**config.mk**
```make
export PLATFORM = sky130hd
export DESIGN_NAME = irtx_sequencer_flat
export DESIGN_NICKNAME = d
export VERILOG_FILES = /design/src/rtl/irtx_sequencer_if.sv /design/src/rtl/irtx_sequencer.sv /design/src/flat_wrapper.sv
export SDC_FILE = /design/constraint.sdc
export NUM_CORES = 1
export LEC_CHECK = 0
export ABC_CLOCK_PERIOD_IN_PS = 2900
export BUFFER_PORTS_ARGS = -buffer_cell sky130_fd_sc_hd__buf_2
export CAP_MARGIN = 30
export CORE_ASPECT_RATIO = 0.9
export CORE_MARGIN = 2
export CORE_UTILIZATION = 48
export DETAILED_ROUTE_END_ITERATION = 7
export HOLD_SLACK_MARGIN = 0.05
export PLACE_DENSITY = 0.65
export SLEW_MARGIN = 20
export SYNTH_ARGS = -nofsm -noshare
export SYNTH_HDL_FRONTEND = slang
export SYNTH_SLANG_ARGS = --single-unit
```
**constraint.sdc**
```tcl
create_clock -name clk -period 2.9 [get_ports clk]
set_clock_uncertainty 0.1 [all_clocks]
set_input_delay 0.58 -clock clk [delete_from_list [all_inputs] [get_ports clk]]
set_output_delay 0.58 -clock clk [all_outputs]
set_load 0.03 [all_outputs]
```
**src/rtl/irtx_sequencer_if.sv**
```systemverilog
// irtx_sequencer_if
// Host-side bundle for the IR transmit sequencer: frame buffer write port,
// frame start/abort controls and the status/envelope outputs.
//   wr_en/wr_addr/wr_data : synchronous byte write into the frame buffer
//   len                   : frame length in bytes, latched when go is accepted
//   go / abort            : start request (level) / terminate frame in flight
//   busy / done / env     : frame active, completion pulse, mark/space envelope
interface irtx_sequencer_if #(
  parameter int AW = 5
);
  logic          wr_en;
  logic [AW-1:0] wr_addr;
  logic [7:0]    wr_data;
  logic [AW:0]   len;
  logic          go;
  logic          abort;
  logic          busy;
  logic          done;
  logic          env;

  modport master (
    output wr_en, wr_addr, wr_data, len, go, abort,
    input  busy, done, env
  );

  modport slave (
    input  wr_en, wr_addr, wr_data, len, go, abort,
    output busy, done, env
  );
endinterface

```
**src/rtl/irtx_sequencer.sv**
```systemverilog
// irtx_sequencer
// Transmit-side envelope sequencer for the IR link. Plays a host-loaded frame
// of bytes as a pulse-distance envelope: header mark/space, one mark plus a
// bit-dependent space per data bit (LSB first, byte 0 first), then a tail mark.
// The carrier itself is applied downstream; env only gates it.
// Ports:
//   clk   : system clock (12 MHz)
//   reset : asynchronous, active-high reset (buffer contents survive it)
//   bus   : irtx_sequencer_if.slave - buffer writes, len/go/abort, busy/done/env
//
// state  | meaning
// IDLE   | waiting for go; buffer writable
// ZLEN   | zero-length frame accepted, one busy cycle
// HMARK  | header mark, env=1
// HSPACE | header space, env=0
// BMARK  | bit mark, env=1
// BSPACE | bit space, env=0, length set by the current bit
// TMARK  | tail mark, env=1
// FIN    | done pulse, back to IDLE
module irtx_sequencer #(
  parameter int DEPTH      = 32,
  parameter int AW         = 5,
  parameter int CW         = 16,
  parameter int HDR_MARK   = 42000,
  parameter int HDR_SPACE  = 20400,
  parameter int BIT_MARK   = 5280,
  parameter int ONE_SPACE  = 15600,
  parameter int ZERO_SPACE = 5280
) (
  input logic             clk,
  input logic             reset,
  irtx_sequencer_if.slave bus
);

  typedef enum logic [2:0] {
    IDLE, ZLEN, HMARK, HSPACE, BMARK, BSPACE, TMARK, FIN
  } state_t;

  // Segment reload values: counter starts at length-1 and the segment ends on 0.
  localparam logic [CW-1:0] HM_L   = CW'(HDR_MARK - 1);
  localparam logic [CW-1:0] HS_L   = CW'(HDR_SPACE - 1);
  localparam logic [CW-1:0] BM_L   = CW'(BIT_MARK - 1);
  localparam logic [CW-1:0] OS_L   = CW'(ONE_SPACE - 1);
  localparam logic [CW-1:0] ZS_L   = CW'(ZERO_SPACE - 1);
  localparam logic [CW-1:0] CNT_1  = CW'(1);
  localparam logic [AW:0]   LEN_1  = (AW+1)'(1);
  localparam logic [AW:0]   LEN_MX = (AW+1)'(DEPTH);
  localparam logic [AW-1:0] ADDR_0 = '0;
  localparam logic [AW-1:0] ADDR_1 = AW'(1);

  state_t        state, state_n;
  logic [CW-1:0] cnt, cnt_n;
  logic [7:0]    sreg, sreg_n;
  logic [2:0]    bit_idx, bit_n;
  logic [AW:0]   byte_idx, byte_n;
  logic [AW:0]   len_q, len_n;
  logic          env_q, env_n;
  logic          busy_q, busy_n;
  logic          done_q, done_n;
  logic [AW-1:0] nxt_addr;
  logic          last_byte;
  logic [7:0]    mem [DEPTH];

  assign nxt_addr  = byte_idx[AW-1:0] + ADDR_1;
  assign last_byte = (byte_idx == (len_q - LEN_1));

  assign bus.env  = env_q;
  assign bus.busy = busy_q;
  assign bus.done = done_q;

  // Buffer has no reset so a frame survives a reset of the sequencer.
  always_ff @(posedge clk) begin
    if (bus.wr_en && !busy_q)
      mem[bus.wr_addr] <= bus.wr_data;
  end

  always_ff @(posedge clk or posedge reset) begin
    if (reset) begin
      state    <= IDLE;
      cnt      <= '0;
      sreg     <= '0;
      bit_idx  <= '0;
      byte_idx <= '0;
      len_q    <= '0;
      env_q    <= 1'b0;
      busy_q   <= 1'b0;
      done_q   <= 1'b0;
    end else begin
      state    <= state_n;
      cnt      <= cnt_n;
      sreg     <= sreg_n;
      bit_idx  <= bit_n;
      byte_idx <= byte_n;
      len_q    <= len_n;
      env_q    <= env_n;
      busy_q   <= busy_n;
      done_q   <= done_n;
    end
  end

  always_comb begin
    state_n = state;
    cnt_n   = cnt;
    sreg_n  = sreg;
    bit_n   = bit_idx;
    byte_n  = byte_idx;
    len_n   = len_q;

    case (state)
      IDLE: begin
        // abort in the same cycle as go suppresses the start
        if (bus.go && !bus.abort) begin
          len_n  = (bus.len > LEN_MX) ? LEN_MX : bus.len;
          byte_n = '0;
          bit_n  = '0;
          if (bus.len == '0) begin
            state_n = ZLEN;
          end else begin
            state_n = HMARK;
            cnt_n   = HM_L;
          end
        end
      end
      ZLEN: state_n = FIN;
      HMARK: begin
        if (cnt == '0) begin
          state_n = HSPACE;
          cnt_n   = HS_L;
        end else begin
          cnt_n = cnt - CNT_1;
        end
      end
      HSPACE: begin
        if (cnt == '0) begin
          state_n = BMARK;
          cnt_n   = BM_L;
          sreg_n  = mem[ADDR_0];
        end else begin
          cnt_n = cnt - CNT_1;
        end
      end
      BMARK: begin
        if (cnt == '0) begin
          state_n = BSPACE;
          cnt_n   = sreg[0] ? OS_L : ZS_L;
        end else begin
          cnt_n = cnt - CNT_1;
        end
      end
      BSPACE: begin
        if (cnt == '0) begin
          cnt_n = BM_L;
          if (bit_idx == 3'd7) begin
            if (last_byte) begin
              state_n = TMARK;
            end else begin
              // next byte fetched on the last space cycle so the mark follows with no gap
              state_n = BMARK;
              sreg_n  = mem[nxt_addr];
              byte_n  = byte_idx + LEN_1;
              bit_n   = '0;
            end
          end else begin
            state_n = BMARK;
            sreg_n  = {1'b0, sreg[7:1]};
            bit_n   = bit_idx + 3'd1;
          end
        end else begin
          cnt_n = cnt - CNT_1;
        end
      end
      TMARK: begin
        if (cnt == '0) begin
          state_n = FIN;
        end else begin
          cnt_n = cnt - CNT_1;
        end
      end
      FIN:     state_n = IDLE;
      default: state_n = IDLE;
    endcase

    // abort only applies while busy; FIN already reports busy=0
    if (bus.abort && (state != IDLE) && (state != FIN)) begin
      state_n = IDLE;
      cnt_n   = '0;
    end

    env_n  = (state_n == HMARK) || (state_n == BMARK) || (state_n == TMARK);
    busy_n = (state_n != IDLE) && (state_n != FIN);
    done_n = (state_n == FIN);
  end

endmodule

```
**src/flat_wrapper.sv**
```systemverilog
// flat-port wrapper written by rule: the top's interface ports become plain ports
module irtx_sequencer_flat 
#(
  parameter int DEPTH      = 32,
  parameter int AW         = 5,
  parameter int CW         = 16,
  parameter int HDR_MARK   = 42000,
  parameter int HDR_SPACE  = 20400,
  parameter int BIT_MARK   = 5280,
  parameter int ONE_SPACE  = 15600,
  parameter int ZERO_SPACE = 5280
)
  (clk, reset, bus_wr_en, bus_wr_addr, bus_wr_data, bus_len, bus_go, bus_abort, bus_busy, bus_done, bus_env);
  irtx_sequencer_if #(.AW(AW)) bus_i ();
  input logic clk;
  input logic reset;
  input wire logic [$bits(bus_i.wr_en)-1:0] bus_wr_en;
  input wire logic [$bits(bus_i.wr_addr)-1:0] bus_wr_addr;
  input wire logic [$bits(bus_i.wr_data)-1:0] bus_wr_data;
  input wire logic [$bits(bus_i.len)-1:0] bus_len;
  input wire logic [$bits(bus_i.go)-1:0] bus_go;
  input wire logic [$bits(bus_i.abort)-1:0] bus_abort;
  output wire logic [$bits(bus_i.busy)-1:0] bus_busy;
  output wire logic [$bits(bus_i.done)-1:0] bus_done;
  output wire logic [$bits(bus_i.env)-1:0] bus_env;
  assign bus_i.wr_en = bus_wr_en;
  assign bus_i.wr_addr = bus_wr_addr;
  assign bus_i.wr_data = bus_wr_data;
  assign bus_i.len = bus_len;
  assign bus_i.go = bus_go;
  assign bus_i.abort = bus_abort;
  assign bus_busy = bus_i.busy;
  assign bus_done = bus_i.done;
  assign bus_env = bus_i.env;
  irtx_sequencer #(.DEPTH(DEPTH), .AW(AW), .CW(CW), .HDR_MARK(HDR_MARK), .HDR_SPACE(HDR_SPACE), .BIT_MARK(BIT_MARK), .ONE_SPACE(ONE_SPACE), .ZERO_SPACE(ZERO_SPACE)) u_core (.clk(clk), .reset(reset), .bus(bus_i));
endmodule
```
== After elaboration in Yosys (flattened, before gate mapping) ==
Memories as Yosys holds them, arrays and structs flattened.
Index checks and enable logic that the tools add are counted.
Operators by class
  reductions and logical operators: 23
  shift operators: 0
  div/mod/pow operators: 0
  bitwise logic cells: 0
  $add $sub $neg: 5
  multiply operators: 0
  equality and inequality tests: 24
  mux-type cells: 38
  order comparisons: 1
Operators by type and width (count)
  $mux W16: 7
  $pmux W16 S5: 1
  $mux W3: 11
  $mux W8: 4
  $mux W6: 5
  $eq A3 B3 Y1 const B: 8
  $pmux W3 S8: 1
  $logic_not A16 Y1: 1
  $pmux W8 S2: 1
  $sub A16 B1 Y16 const B: 1
  $ne A3 B3 Y1 const B: 5
  $mux W14: 1
  $pmux W6 S2: 1
  $reduce_and A4 Y1: 3
  $eq A3 B2 Y1 const B: 3
  $ne A2 B1 Y1 const B: 4
  $add A6 B1 Y6 const B: 1
  $eq A6 B6 Y1: 1
  $gt A6 B6 Y1 const B: 1
  $logic_not A6 Y1: 1
  $mux W2: 3
  $pmux W3 S2: 1
  $reduce_bool A3 Y1: 2
  $reduce_bool A6 Y1: 1
  other kinds (15): 23
Storage, ports and cells
  memories kept: 1
  ROM bits: 0
  register bits: 45
  bits in latches: 0
  memory bits (writable): 256
  output and inout bits: 3
  logic and storage cells: 101
  bits of input ports: 24
Memories
  u_core.mem: words 32, width 8, read ports 2, clocked after memory_dff 0, wr ports 1, RTL line irtx_sequencer.sv:62  | logic [7:0] mem [DEPTH];

== Logic depth before layout (Yosys ltp) ==
  word-level depth: 10
  depth in mapped cells: 10
  depth with buffers taken out: 8

== Worst setup path after synthesis ==
No wires, ideal clock.
  path type: reg-to-reg
  start point: register u_core.byte_idx[1]
  end point: register u_core.sreg[4]
  setup slack: 0.600 ns
  path buffers: 3
  library setup time: 0.126 ns
  required time: 2.674 ns
  arrival: 2.074 ns
  period minus slack after synthesis: 2.300 ns
  stages on the path, launching flop included: 10
  cell sequence: dfrtp_1 > ha_1 > buf_4 > buf_4 > buf_4 > mux4_2 > mux2i_1 > o22ai_1 > o21ai_0 > a21oi_1
On the way
  cells in the longest elaborated chain, start to end: 6
  elaborated cells between the ends (all ways): 9
  those cells by class: add/sub (1); eq/ne (2); mux (4); reduce/logical (1); memory (1)
Ends and longest elaborated chain
  start, declared: RTL line irtx_sequencer.sv:55  | logic [AW:0] byte_idx, byte_n;
  start signal, assigned: RTL line irtx_sequencer.sv:93  | byte_idx <= byte_n;
  $add A5 B1 Y5: RTL line irtx_sequencer.sv:64  | assign nxt_addr = byte_idx[AW-1:0] + ADDR_1;
  $mem_v2 Z32 W8
  $mux W8: RTL line irtx_sequencer.sv:154  | if (last_byte) begin
  $mux W8: RTL line irtx_sequencer.sv:153  | if (bit_idx == 3'd7) begin
  $mux W8: RTL line irtx_sequencer.sv:151  | if (cnt == '0) begin
  $pmux W8 S2: RTL line irtx_sequencer.sv:109  | case (state)
  end signal, assigned: RTL line irtx_sequencer.sv:91  | sreg <= sreg_n;
  end, declared: RTL line irtx_sequencer.sv:53  | logic [7:0] sreg, sreg_n;
Several ways; a longest one is shown, not always the timed one. The select of a mux whose other input is x is not followed.
A chain may end at the register's enable or synchronous reset.

== Final worst setup path ==
  start point: register u_core.byte_idx[0]
  end point: register u_core.sreg[3]
The elaborated chain is that of the path after synthesis.

==> impl_metrics.env <==
export IMPL_cts_tree="built"
export IMPL_required_ns=3.29
export IMPL_path_common_cell="buf_4"
export IMPL_synthArstFlopShare=0.150
export IMPL_synth_most_common_cell="edfxtp_1"
export IMPL_yosysUniqueCellTypes=73
export IMPL_fin_crit_ns=2.74
export IMPL_diodes=0
export IMPL_synth_main_ff_cell="edfxtp_1"
export IMPL_drv_cap=0
export IMPL_critPathKind="flop to flop"
export IMPL_placed_cells=1265
export IMPL_min_path_type="primary input to flop"
export IMPL_yosysSeqAreaShare=0.665
export IMPL_vias=7895
export IMPL_io_pins=27
export IMPL_netlist_area_leader_share=0.580
export IMPL_syn_area_per_cell_um2=15.4
export IMPL_core_mm2=0.0271
export IMPL_relSlewSlack=0.512
export IMPL_grt_max_degree=60
export IMPL_die_w_um=179
export IMPL_hold_slack_ns=0.168
export IMPL_grt_ovfl_total=0
export IMPL_holdPathEnd="u_core.len_q[4]"
export IMPL_grt_pass1_wl_um=46400
export IMPL_final_area_mm2=0.0152
export IMPL_clockRootBuffer="clkbuf_16"
export IMPL_end_kind="flop"
export IMPL_drt_pass1_iterations=5
export IMPL_placed_area_mm2=0.0141
export IMPL_yosys_warnings=0
export IMPL_timing_fmax_ghz=0.365
export IMPL_route_antenna_remaining_nets=0
export IMPL_dpl_hpwl_um=19400
export IMPL_portBuffers=26
export IMPL_postSynthCellCount=863
export IMPL_synth_edf_count=256
export IMPL_gp_congestion=0.939
export IMPL_run_status="complete, no violations"
export IMPL_fin_crit_sh=0.945
export IMPL_start_kind="flop"
export IMPL_cts_sinks=301
export IMPL_p_per_area_mw_per_mm2=622
export IMPL_ir_worst_vdd_uv=532
export IMPL_worstPathArrival_ns=3.14
export IMPL_antenna_found_initial=0
export IMPL_drive_gt1_frac=0.228
export IMPL_r2r_end="u_core.sreg[3]"
export IMPL_cts_buffers=31
export IMPL_r2r_cells=9
export IMPL_hold_path_depth=3
export IMPL_grt_pass1_vias=7786
export IMPL_die_area_mm2=0.0289
export IMPL_syn_area_mm2=0.0132
export IMPL_worst_pin_slew_ns=0.727
export IMPL_stdcell_count=1324
export IMPL_insertion_delay_ns=0.58
export IMPL_maxSlewViolCount=0
export IMPL_p_leak_nw=5.21
export IMPL_synth_top_area_cell="edfxtp_1"
export IMPL_h_tree_depth=1
export IMPL_rr_startpoint="u_core.byte_idx[0]"
export IMPL_slowest_delay_ns=0.53
export IMPL_finalWirelength_um=30000
export IMPL_cts_buffer_depth=3
export IMPL_post_cts_buffers=0
export IMPL_first_iter_violations=968
export IMPL_hold_viol=0
export IMPL_synthTopCellsByCount="edfxtp_1 (256), nor2_1 (63), mux4_2 (54)"
export IMPL_synth_seq_cells=301
export IMPL_crit_chain="ha_4 -> buf_12 -> buf_4 -> buf_4 -> mux4_2 -> nand2_1 -> a311oi_1 -> o21ai_0 -> a21oi_1"
export IMPL_r2r_slack_ns=0.16
export IMPL_pre_cts_slack_ns=0.0837
export IMPL_critPathLaunch="u_core.byte_idx[0]"
export IMPL_layout_nets=974
export IMPL_die_height_um=162
export IMPL_setup_viol=0
export IMPL_syn_nets=892
export IMPL_rows=57
export IMPL_path_clk_slew_ns=0.06
export IMPL_grtUsageTotal=0.213
export IMPL_tns_ns=0
export IMPL_setup_ws_ns=0.159
export IMPL_synthTopCellsByArea="edfxtp_1 (58%), mux4_2 (9.2%), dfrtp_1 (8.5%), mux2i_1 (2.9%), nor2_1 (1.8%)"
export IMPL_area_growth_pct=14.5
export IMPL_cp_slowest_cell="dfrtp_4"
export IMPL_initial_utilization=0.489
export IMPL_drt_wirelength_per_cell_um=22.6
export IMPL_rsz0062_at_grt="no"
export IMPL_vias_per_cell=5.96
export IMPL_drc=0
export IMPL_path_max_fanout=16
export IMPL_min_from="bus_len[4]"
==> cells by family (layout without fill, tap and decap cells) <==
logic type / count (synthesis) / in the layout / share of synthesized area
flops: 301 / 301 / 0.665
mux: 96 / 96 / 0.124
fa+ha+maj: 5 / 5 / 0.00472
simple gates: 218 / 218 / 0.0840
xor+xnor: 16 / 16 / 0.0134
buf+inv: 74 / 181 / 0.0286
compound gates: 153 / 153 / 0.0799
==> layout by cell type, fill, tap and decap left out, types with 21 or more instances in the layout <==
cell type,instances
inv_1,31
nand3_1,31
o21ai_0,34
buf_4,58
edfxtp_1,256
buf_2,26
mux4_2,54
clkbuf_16,31
mux2i_1,39
a21oi_1,21
dfrtp_1,44
nor2_1,63
nand2_1,48
==> final cells by class <==
| class | instances | area (um^2) |
|---|---|---|
| clock inverters | 22 | 256 |
| repair buffers | 89 | 656 |
| inverters | 34 | 128 |
| well taps | 354 | 443 |
| fillers | 2168 | 11900 |
| multi-input cells | 488 | 4070 |
| clock buffers | 36 | 795 |
| flip-flops and latches | 301 | 8820 |
==> power breakdown <==
part	total [W]	switching, W	internal [W]
Sequential	0.00484	0.0000684	0.00477
Combinational	0.000494	0.000325	0.000169
Clock	0.00410	0.00168	0.00241
Total	0.00943	0.00208	0.00735
==> metrics by stage <==
stage / total power (W) / utilization
after floorplan: 0.00522 / -
after global placement: 0.00541 / 0.520
after detailed placement: 0.00542 / 0.520
after CTS: 0.00951 / 0.559
after global routing: 0.00974 / 0.560
final: 0.00943 / 0.560
==> flip-flops by register name (all words and copies together) (netlist names) <==
name and flops:
u_core.byte_idx 6, u_core.bus.env 1, u_core.bit_idx 3, u_core.mem 256, u_core.len_q 6, u_core.state 3
u_core.cnt 16, u_core.sreg 8, u_core.bus.done 1, u_core.bus.busy 1
==> critical path, delay by kind of cell, from the launching register on <==
family	cells	cell delay, ns
mux	1	0.23
fa+ha+maj	1	0.41
buf+inv	3	0.65
flops	1	0.53
simple gates	1	0.06
compound gates	3	0.67
==> how the worst max path moves through the flow <==
stage	end	slack (ns)	depth (start not counted)
floorplan	u_core.sreg[4]	0.60	9
global placement	u_core.sreg[2]	0.14	9
detailed placement	u_core.sreg[2]	0.08	9
CTS	u_core.sreg[2]	0.08	9
global route	u_core.byte_idx[5]	0.007	8
finish	u_core.sreg[3]	0.16	9
==> timing repair <==
item / 4_1_cts / 5_1_grt
setup endpoints to repair: 0 / 1
hold endpoints to repair: 21 / 0
hold buffers: 1 / 0
gates resized for setup: 0 / 1
==> layer usage <==
layer / GRT usage / wire (um) / up-vias
met5: 0 / 0 / -
met4: 0.0513 / 697 / 0
met3: 0.0393 / 1870 / 52
met2: 0.322 / 13700 / 264
met1: 0.324 / 13800 / 4029
li1: - / - / 3550
Power figures use the tool's default switching activity.
